**src/rtl/cache_write_buffer.sv**
```systemverilog
// Posted write buffer between the data cache and memory: FIFO drain over a
// req/ack handshake, same-word coalescing, and read-miss forwarding.
module cache_write_buffer #(
   parameter int unsigned DATAWIDTH = 32,
   parameter int unsigned ADDRWIDTH = 32,
   parameter int unsigned DEPTH     = 4,
   parameter int unsigned PTRW      = 2
) (
   input  logic                 clock,
   input  logic                 reset,
   input  logic                 enq_valid,
   input  logic [ADDRWIDTH-1:0] enq_addr,
   input  logic [DATAWIDTH-1:0] enq_data,
   output logic                 enq_ready,
   input  logic [ADDRWIDTH-1:0] lookup_addr,
   output logic                 lookup_hit,
   output logic [DATAWIDTH-1:0] lookup_data,
   output logic                 mem_req,
   output logic [ADDRWIDTH-1:0] mem_addr,
   output logic [DATAWIDTH-1:0] mem_data,
   input  logic                 mem_ack,
   input  logic                 flush,
   output logic                 drained,
   output logic [PTRW:0]        count,
   output logic                 full
);

   localparam int unsigned CW = PTRW + 1;

   typedef enum logic {
      IDLE = 1'b0,
      REQ  = 1'b1
   } state_e;

   state_e                 state_q;
   logic [ADDRWIDTH-1:0]   addr_q [DEPTH];
   logic [DATAWIDTH-1:0]   data_q [DEPTH];
   logic [DEPTH-1:0]       valid_q;
   logic [PTRW-1:0]        head_q;
   logic [PTRW-1:0]        tail_q;
   logic [CW-1:0]          count_q;
   logic [CW-1:0]          count_d;

   logic                   coal_hit;
   logic [PTRW-1:0]        coal_idx;
   logic                   enq_fire;
   logic                   alloc;
   logic                   pop;
   logic                   lk_hit;
   logic [DATAWIDTH-1:0]   lk_data;

   // Coalesce target: a valid entry with the same address, never the in-flight head
   always_comb begin
      coal_hit = 1'b0;
      coal_idx = '0;
      for (int i = 0; i < int'(DEPTH); i++) begin
         if (valid_q[i] && addr_q[i] == enq_addr &&
             !(state_q == REQ && PTRW'(i) == head_q)) begin
            coal_hit = 1'b1;
            coal_idx = PTRW'(i);
         end
      end
   end

   // Read-miss forwarding: a newer duplicate wins over the in-flight head
   always_comb begin
      lk_hit  = 1'b0;
      lk_data = '0;
      for (int i = 0; i < int'(DEPTH); i++) begin
         if (valid_q[i] && addr_q[i] == lookup_addr &&
             (!lk_hit || PTRW'(i) != head_q)) begin
            lk_hit  = 1'b1;
            lk_data = data_q[i];
         end
      end
   end

   // Handshake decode and next count; a pop never frees a slot for the same-cycle enqueue
   always_comb begin
      full      = (count_q == CW'(DEPTH));
      enq_ready = !flush && (!full || coal_hit);
      enq_fire  = enq_valid && enq_ready;
      alloc     = enq_fire && !coal_hit;
      pop       = (state_q == REQ) && mem_ack;
      count_d   = count_q + CW'(alloc) - CW'(pop);
   end

   // Storage, pointers, count and drain state
   always_ff @(posedge clock) begin
      if (reset) begin
         state_q <= IDLE;
         valid_q <= '0;
         head_q  <= '0;
         tail_q  <= '0;
         count_q <= '0;
      end else begin
         if (pop) begin
            valid_q[head_q] <= 1'b0;
            head_q          <= head_q + PTRW'(1);
         end
         if (enq_fire) begin
            if (coal_hit) begin
               data_q[coal_idx] <= enq_data;
            end else begin
               addr_q[tail_q]  <= enq_addr;
               data_q[tail_q]  <= enq_data;
               valid_q[tail_q] <= 1'b1;
               tail_q          <= tail_q + PTRW'(1);
            end
         end
         count_q <= count_d;
         case (state_q)
            IDLE:    if (count_q != '0) state_q <= REQ;
            REQ:     if (pop && count_d == '0) state_q <= IDLE;
            default: state_q <= IDLE;
         endcase
      end
   end

   // Head entry cannot be rewritten while in flight, so these hold until ack
   always_comb begin
      mem_req     = (state_q == REQ);
      mem_addr    = mem_req ? addr_q[head_q] : '0;
      mem_data    = mem_req ? data_q[head_q] : '0;
      lookup_hit  = lk_hit;
      lookup_data = lk_data;
      count       = count_q;
      drained     = (count_q == '0) && (state_q == IDLE);
   end

endmodule
```
**config.mk**
```make
export PLATFORM = sky130hd
export DESIGN_NAME = cache_write_buffer
export DESIGN_NICKNAME = d
export VERILOG_FILES = /design/src/rtl/cache_write_buffer.sv
export SDC_FILE = /design/constraint.sdc
export NUM_CORES = 1
export LEC_CHECK = 0
export BUFFER_PORTS_ARGS = -buffer_cell sky130_fd_sc_hd__clkbuf_2
export CAP_MARGIN = 20
export CORE_MARGIN = 3
export CORE_UTILIZATION = 40
export CTS_CLUSTER_SIZE = 16
export DETAILED_ROUTE_END_ITERATION = 8
export PLACE_DENSITY = 0.62
export SYNTH_ARGS = -nofsm -noshare
export SYNTH_HDL_FRONTEND = slang
export SYNTH_SLANG_ARGS = --single-unit
```
**constraint.sdc**
```tcl
create_clock -name clock -period 6.7 [get_ports clock]
set_clock_uncertainty 0.1 [all_clocks]
set_input_delay 0.335 -clock clock [delete_from_list [all_inputs] [get_ports clock]]
set_output_delay 0.335 -clock clock [all_outputs]
set_load 0.01 [all_outputs]
```
Word-level counts from Yosys, hierarchy flattened:

Memories as Yosys holds them, arrays and structs flattened. A register that Yosys moved wholly into a read port is not among the register bits.
Index checks and enable logic that the tools add are counted.
W data, S select, Z words.

* flip-flop bits (word level): 12
* memory bits (writable): 256
* logic and storage cells: 125
* memories: 2

Memories
* addr_q: words 4, width 32, read ports 5, clocked after memory_dff 1, write ports 1, line 36 `logic [ADDRWIDTH-1:0] addr_q [DEPTH];`
* data_q: words 4, width 32, read ports 5, clocked after memory_dff 1, write ports 1, line 37 `logic [DATAWIDTH-1:0] data_q [DEPTH];`

* $add $sub $neg: 4
* magnitude comparators: 4
* equal/unequal tests: 15
* mux-type cells: 43
* bitwise gates (word level): 5
* reduce and logical (&&, ||, !) cells: 47

Operators by type and width (number)
* $eq A32 B32 Y1: 8
* $mux W32: 7
* $reduce_or A32 Y1: 1
* $logic_and A1 B1 Y1: 27
* $mux W1: 22
* $mux W4: 4
* $mux W2: 7
* $logic_not A1 Y1: 10
* $logic_not A3 Y1: 2
* $lt A2 B3 Y1 const B: 2
* $add A2 B1 Y2 const B: 2
* $and A4 B4 Y4: 1
* $demux W1 S2: 2
* $eq A2 B2 Y1 const A: 2
* $ge A2 B1 Y1 const B: 2
* $logic_or A1 B1 Y1: 4
* $ne A2 B2 Y1 const A: 2
* $not A4 Y4: 1
* $or A4 B4 Y4: 1
* $add A3 B1 Y3: 1
* $eq A3 B3 Y1 const B: 1
* $reduce_bool A3 Y1: 1
* $sub A3 B1 Y3: 1
* $eq A1 B2 Y1 const A: 1
* other kinds (5): 6

Logic depth before layout (Yosys ltp):

Gate-level depths: netlist of run 1.

* depth after elaboration: 18
* mapped depth: 17

Worst setup path after synthesis of run 1:

OpenSTA, ideal clock, no wires.

* path kind: input -> register
* from: in enq_addr[7]
* to: mem data_q[1][0] (enable)
* setup time: 0.421 ns
* arrival: 3.275 ns
* path slack: 2.904 ns
* cell stages on the path: 9
* path buffers: 1
* path through: clkbuf_1 xor2_1 nor4_1 nand3_1 or4_1 nand4_1 nor2_1 a21o_1 nor2_1

* longest elaborated chain between the ends: 15
* elaborated cells on any way between the ends: 33

Ends and longest elaborated chain
* start: declaration: line 12 `input logic [ADDRWIDTH-1:0] enq_addr,`
* $eq A32 B32 Y1: line 57 `if (valid_q[i] && addr_q[i] == enq_addr &&`
* $logic_and A1 B1 Y1 (2 in series): line 57
* $mux W1 (4 in series): line 57
* $logic_or A1 B1 Y1: line 81 `enq_ready = !flush && (!full || coal_hit);`
* $logic_and A1 B1 Y1: line 81
* $logic_and A1 B1 Y1: line 82 `enq_fire = enq_valid && enq_ready;`
* $mux W1: line 101 `if (enq_fire) begin`
* $mux W1: line 90 `if (reset) begin`
* $mux W1 (implied by the code): line 106 `data_q[tail_q] <= enq_data;`
* $reduce_or A32 Y1 (no source line)
* $mux W2 (no source line) or $mux W1 (tied branches)
* end: declaration: line 37

Parallel ways exist; a longest one is shown, timed or not.

==> run metrics, run 1 <==
worst setup path category=register to output pin; endpoint kind of the worst setup timing path=output pin; routability cong.=0.959; Int Power=3.47 mW; post-synthesis share of cell area spent on xor and xnor gates=15.7%; VDD IR max=0.199 mV; Final Cell Area=17400 µm²; Nets=1324; Leak Pwr=6.12 nW; Data arrival, critical path=4.30 ns; boundary pin count=205; Post CTS Setup Buffer Count=0; global-route total usage across every layer=22.1%; Sw Ratio=27.2%; Post-route DRC=0; sum of negative setup slack=0 ns; largest area contributor in the synthesized netlist=sky130_fd_sc_hd__edfxtp_1; Clk pin slew, worst setup/hold paths=0.06 ns; number of violations of the max-capacitance limit=0; TritonCTS clock tree=yes; worst hold stages=1; starting density of the core=40.6%; peak clock frequency supported by timing=211 MHz; wire length of the first global-routing pass=63600 µm; Distinct cells, synth=41; R2R setup slack=2.40 ns; most used flip-flop cell after synthesis=sky130_fd_sc_hd__edfxtp_1; Vias=9464; number of antenna violations at the first check in global routing=3; top cell type's share of synthesized area=53.1%; detail-routed net length per standard cell=25.5 µm; number of cell rows=69; power per standard cell area=273 nW/µm²; horizontal die dimension=196 µm; fraction of power consumed by combinational cells=18.8%; Avg Inst Size Synth=14.7 µm²; via-per-instance ratio=5.57; H-tree depth reported by CTS=2; maximum number of buffers from clock root to sink=3; total count of hold-check failures in the final report=0; setup repair after global routing missed its margin=false; largest net degree at the start of global routing=42; pins over their slew limit=0; slowest stage delay, CP=0.61 ns; number of buffers created by CTS=34; PortBufs=204; minimum clock period=4.74 ns; warning count from the yosys run=0; outcome=finished, final reports clean; antenna violation net count after detailed routing=0; area overhead of the layout relative to synthesis=20.3%; flip-flop and latch count after synthesis=270; top cells by instance count after synthesis=sky130_fd_sc_hd__edfxtp_1 (256), sky130_fd_sc_hd__xnor2_1 (179), sky130_fd_sc_hd__xor2_1 (81); most repeated library cell on the critical path=sky130_fd_sc_hd__nand4_1; NetSw=1.29 mW; Chip Height=196 µm; endpoints failing setup=0; worst setup slack after layout=1.96 ns; endpoint required time on the critical path=6.26 ns; library cell used as clock root buffer=sky130_fd_sc_hd__clkbuf_16; area of the die=38500 µm²; antenna diode count=0; period utilisation layout=70.7%; largest fanout on the critical path=22; fraction of power consumed by the clock network=39.3%; type of origin of the critical path=register; top post-synthesis cells by area=sky130_fd_sc_hd__edfxtp_1 (53%), sky130_fd_sc_hd__xnor2_1 (11%), sky130_fd_sc_hd__mux4_2 (9.9%), sky130_fd_sc_hd__xor2_1 (4.9%), sky130_fd_sc_hd__mux2_2 (3.9%); Post-synth EDFFs=256; number of DRC markers in iteration 0=836; sequential cell area fraction in the yosys report=55.0%; slowest cell on the critical path=sky130_fd_sc_hd__or4_4; proportion of synthesized area in mux cells=15.1%; Sequential cell area=7980 µm²; area of the core=35700 µm²; Slew @ Worst Pin=1.06 ns; clk sinks=270; area share of fa/ha/maj cells after synthesis=1.00%; dominant combinational cell family by area after synthesis=XOR/XNOR gates; Netlist Area Pre-Place=14500 µm²; area fraction in compound gates after synthesis=2.94%; number of nets produced by synthesis=1099; number of global-route vias before repair=9540; most frequent cell after synthesis=sky130_fd_sc_hd__edfxtp_1; Remaining Overflow, GRT=0; Detail Placement HPWL=30000 µm; fraction of the mapped netlist area in simple logic gates=8.18%; Max-Slew Margin vs Limit=29.6%; Mapped Cells=987; DP Worst Slack=2.35 ns; multi-input gate area in the final layout=6260 µm²; fraction of layout cells with a size suffix above 1=32.9%; share of total power in sequential cells=41.9%; Routed WL=43300 µm; Hold Path Class=input port to register; Worst Reg-to-Reg Cells=16; detailed-router iteration count before antenna repair=5; async set-or-reset flop fraction in the synthesized netlist=0%; Cell Area, Placed=16000 µm²; worst skew pair latency=0.52 ns; list of cells traversed by the critical path=xnor2_1, nand4_1, nor4_1, nand4_1, or4_4, a21oi_4, buf_4, mux2_2, mux2_1, clkbuf_2; Post-CTS Resized=0; number of fill cells=3128
-- critical path: cells and delay by family (launching register included) --
| kind | cells | cell delay, ns |
|---|---|---|
| AO/OA/AOI/OAI | 1 | 0.42 |
| XOR/XNOR | 1 | 0.37 |
| buffers and inverters | 2 | 0.58 |
| flip-flops | 1 | 0.44 |
| multiplexers | 2 | 0.68 |
| AND/OR/NAND/NOR | 4 | 1.28 |
-- sequential cells by signal (all words and copies together), names as in the netlist, named ones only --
signal / count
valid_q: 4
mem_req: 1
head_q: 2
data_q: 128
tail_q: 2
addr_q: 128
count: 3
-- stage by stage --
step	cells	hold WS (ns)	utilization (%)	total power, mW
global placement	1605	0.435	44.8	2.91
finish	1699	0.0568	48.9	4.76
floorplan	987	0.334	-	2.53
global route	1699	0.0631	48.9	4.96
detailed placement	1605	0.438	44.8	2.92
CTS	1699	0.0400	48.9	4.82
-- cells in the final DEF, fill, tap and decap left out, types with 32 or more instances in the layout --
master | synthesis | layout
sky130_fd_sc_hd__nand4_1 | 47 | 47
sky130_fd_sc_hd__xnor2_1 | 179 | 179
sky130_fd_sc_hd__clkbuf_16 | 0 | 37
sky130_fd_sc_hd__and2_1 | 69 | 66
sky130_fd_sc_hd__dlygate4sd3_1 | 0 | 32
sky130_fd_sc_hd__mux4_2 | 64 | 64
sky130_fd_sc_hd__mux2_2 | 50 | 50
sky130_fd_sc_hd__clkbuf_2 | 0 | 204
sky130_fd_sc_hd__xor2_1 | 81 | 81
sky130_fd_sc_hd__edfxtp_1 | 256 | 256
-- power by group through the flow --
stage / Combinational [mW] / Clock (mW) / Sequential [mW]
finish: 0.894 / 1.87 / 2.00
global route: 0.961 / 1.98 / 2.01
CTS: 0.902 / 1.91 / 2.00
detailed placement: 0.881 / 0 / 2.04
global placement: 0.880 / 0 / 2.03
floorplan: 0.562 / 0 / 1.97
-- per-layer routing --
metal | vias up | wire length (µm) | global-route usage [%]
met5 | - | 41 | 0
met1 | 4824 | 18500 | 31.4
met4 | 6 | 1140 | 6.34
met3 | 72 | 3230 | 4.69
met2 | 377 | 20400 | 34.7
li1 | 4185 | - | -
-- final timing paths --
path / from / to
max reg2reg: mem_req / mem_req
min: enq_addr[26] / addr_q[1][26]
max: addr_q[2][10] / lookup_data[27]
min reg2reg: valid_q[3] / valid_q[3]
-- layout make-up --
type,count,area share (%)
Clock buffer,41,5.40
Multi-Input combinational cell,649,35.9
Inverter,9,0.194
Sequential cell,270,45.8
Timing Repair Buffer,248,8.21
Clock inverter,21,1.21
Tap cell,461,3.31
-- cells by family after synthesis --
family	after synthesis
muxes	130
and+or+nand+nor	200
buffers and inverters	68
xor gates and xnor gates	260
DFF	270
adders and majority gates	11
AOI/OAI and AO/OA	48
-- repair_timing --
action / CTS / global route
setup endpoints to repair: 0 / 0
endpoints found under the hold margin: 128 / 0
hold buffers: 32 / 0
No activity file was read; power rests on OpenSTA's default activity.
==> run 2, diff against run 1 <==
--- a/config.mk
+++ b/config.mk
@@ -11,7 +11,7 @@
 export CORE_UTILIZATION = 40
 export CTS_CLUSTER_SIZE = 16
 export DETAILED_ROUTE_END_ITERATION = 8
-export PLACE_DENSITY = 0.62
+export PLACE_DENSITY = 0.64
 export SYNTH_ARGS = -nofsm -noshare
 export SYNTH_HDL_FRONTEND = slang
 export SYNTH_SLANG_ARGS = --single-unit
==> constraint.sdc (replaced) <==
create_clock -name clock -period 4.1 [get_ports clock]
set_clock_uncertainty 0.1 [all_clocks]
set_input_delay 0.205 -clock clock [delete_from_list [all_inputs] [get_ports clock]]
set_output_delay 0.205 -clock clock [all_outputs]
set_load 0.01 [all_outputs]
==> run metrics, run 2 (same netlist as run 1, synthesis figures left out) <==
Cell Area, Placed=16100 µm² (+1.2%); fraction of power consumed by combinational cells=20.4% (+1.6 points); PortBufs=204 (unchanged); area overhead of the layout relative to synthesis=27.3%; Chip Height=196 µm (unchanged); largest registers=addr_q x128, data_q x128, valid_q x4; Worst Reg-to-Reg Cells=16 (unchanged); Detail Route met2 WL=21800 µm (+6.8%); number of cell rows=69 (unchanged); library cell used as clock root buffer=sky130_fd_sc_hd__clkbuf_16; setup repair after global routing missed its margin=true; endpoint required time on the critical path=3.80 ns (-2.46 ns); minimum clock period=4.12 ns; horizontal die dimension=196 µm (unchanged); Routed WL=45600 µm (+5.1%); number of global-route vias before repair=9934 (+4.1%); Critical path destination=lookup_data[18]; share of total power in sequential cells=42.8% (+0.9 points); number of buffers created by CTS=31 (-8.8%); violations in the final reports=negative setup slack; most common cell after layout, fill and taps aside=sky130_fd_sc_hd__edfxtp_1; endpoint kind of the worst setup timing path=output pin; Vias=9737 (+2.9%); detail-routed net length per standard cell=26.1 µm (+2.4%); R2R setup slack=0.10 ns (-2.30 ns); top layer in use=met5; total length of routed met3 wires=3490 µm (+8.2%); TritonCTS clock tree=yes; hold path startpoint=enq_valid; Nets=1375 (+3.9%); number of DRC markers in iteration 0=827 (-1.1%); worst setup path category=register to output pin; routability cong.=1.00 (+4.6%); number of antenna violations at the first check in global routing=3 (unchanged); number of violations of the max-capacitance limit=0 (unchanged); area of the die=38500 µm² (unchanged); Hold Path Class=input port to register; Worst Setup SP=addr_q[2][0]; pins over their slew limit=0 (unchanged); H-tree depth reported by CTS=1 (-1); detailed-router iteration count before antenna repair=5 (unchanged); FF-to-FF Start=addr_q[0][28]; wire length of the first global-routing pass=65100 µm (+2.3%); boundary pin count=205 (unchanged); maximum number of buffers from clock root to sink=3 (unchanged); Data arrival, critical path=3.82 ns (-0.48 ns); worst skew pair latency=0.58 ns (+0.06 ns); slowest stage delay, CP=0.62 ns (about the same); WL met1=19200 µm (+3.9%); fraction of layout cells with a size suffix above 1=34.6% (+1.7 points); type of origin of the critical path=register; Sw Ratio=27.5% (+0.35 points); Post-route DRC=0 (unchanged); Final Cell Area=18400 µm² (+5.8%); Clk pin slew, worst setup/hold paths=0.06 ns (about the same); NetSw=2.09 mW (+61%); Detail Placement HPWL=30600 µm (+2.0%); Leak Pwr=6.46 nW (+5.5%); outcome=finished, violations left; Slew @ Worst Pin=1.08 ns (+0.0251 ns); Int Power=5.50 mW (+58%); list of cells traversed by the critical path=xnor2_2, nand4_1, nor4_2, nand4_1, or4_4, a21oi_4, buf_12, clkbuf_16, mux2_4, mux2_4, buf_6; Max-Slew Margin vs Limit=27.9% (-1.7 points); worst setup slack after layout=-0.0202 ns (-1.98 ns); endpoints failing setup=15 (+15); clk sinks=270 (unchanged); power per standard cell area=411 nW/µm² (+50%); sum of negative setup slack=-0.155 ns (-0.155 ns); slowest cell on the critical path=sky130_fd_sc_hd__or4_4; Remaining Overflow, GRT=0 (unchanged); VDD IR max=0.424 mV (+110%); period utilisation layout=100%; Reg2Reg Capture Point=mem_req; total count of hold-check failures in the final report=0 (unchanged); area of the core=35700 µm² (unchanged); most frequent cells in the layout=sky130_fd_sc_hd__edfxtp_1 (256), sky130_fd_sc_hd__clkbuf_2 (175), sky130_fd_sc_hd__xnor2_1 (172), sky130_fd_sc_hd__xor2_1 (81), sky130_fd_sc_hd__dlygate4sd3_1 (67); antenna violation net count after detailed routing=0 (unchanged); via-per-instance ratio=5.58 (+0.23%); starting density of the core=40.6% (unchanged); fraction of power consumed by the clock network=36.8% (-2.5 points); peak clock frequency supported by timing=243 MHz; largest net degree at the start of global routing=51 (+21%); global-route total usage across every layer=22.6% (+0.46 points); largest fanout on the critical path=8 (-64%)
-- run 2: cell count changes in the layout (fill, tap and decap cells not counted), moves of 3 or more --
cell                            change
sky130_fd_sc_hd__buf_12            +11
sky130_fd_sc_hd__buf_4              +5
sky130_fd_sc_hd__buf_6             +29
sky130_fd_sc_hd__clkbuf_16          -4
sky130_fd_sc_hd__clkbuf_2          -29
sky130_fd_sc_hd__dlygate4sd3_1     +35
sky130_fd_sc_hd__mux2_1            -14
sky130_fd_sc_hd__mux2_2            -42
sky130_fd_sc_hd__mux2_4            +56
sky130_fd_sc_hd__nor4_1             -3
sky130_fd_sc_hd__nor4_2             +3
sky130_fd_sc_hd__xnor2_1            -7
sky130_fd_sc_hd__xnor2_2            +6
-- run 2: per-stage QoR --
stage,utilization (%),instances,worst slack (ns),hold slack (ns),power [mW]
after detailed placement,45.3,1613,0.129,0.325,4.80
final,51.7,1744,-0.0202,0.0582,7.58
after global placement,45.3,1613,0.178,0.321,4.79
after floorplan,-,987,0.358,0.204,4.14
after global routing,51.7,1744,-0.101,0.0932,7.87
after CTS,50.3,1736,-0.0176,0.0129,7.63
-- run 2: worst min-delay path by stage --
stage | endpoint | slack, ns | depth (start not counted)
finish | tail_q[1] | 0.06 | 4
global route | tail_q[1] | 0.09 | 4
CTS | tail_q[1] | 0.01 | 4
detailed placement | data_q[3][15] | 0.32 | 1
global placement | data_q[3][6] | 0.32 | 1
floorplan | addr_q[0][0] | 0.20 | 0
-- run 2: worst max-delay path, delay by kind of cell (launching register included) --
kind	cells	cell delay [ns]
and+or+nand+nor	4	1.25
muxes	2	0.59
buffers and inverters	3	0.46
DFF	1	0.44
xor gates and xnor gates	1	0.32
AOI/OAI and AO/OA	1	0.16
-- run 2: final cells by class --
class                   count  area (µm²)
clock inverters            18         211
diodes                      1        2.50
fillers                  3046       17200
inverters                   9        33.8
flip-flops and latches    270        7980
multi-input cells         649        6560
repair buffers            302        2300
well taps                 461         577
clock buffers              34         787
-- run 2: power groups by stage --
stage | Clock, mW | Sequential (mW) | Combinational [mW]
3_3_place_gp | 0 | 3.30 | 1.49
2_1_floorplan | 0 | 3.22 | 0.918
6_report | 2.79 | 3.24 | 1.55
4_1_cts | 2.83 | 3.25 | 1.56
3_5_place_dp | 0 | 3.31 | 1.49
5_1_grt | 2.94 | 3.26 | 1.67
-- run 2: per-layer routing --
layer,track usage (%),up-vias
met5,0,-
met4,5.10,4
met3,3.74,63
met2,36.4,423
met1,32.5,4966
li1,-,4281
-- run 2: timing repair --
item                                   4_1_cts  5_1_grt
hold buffers                                67        0
gates resized for setup                     10      122
setup buffers                                3        6
setup endpoints to repair                   32       33
cloned                                       1        2
endpoints found under the hold margin      266        0
pin swaps                                    6        7
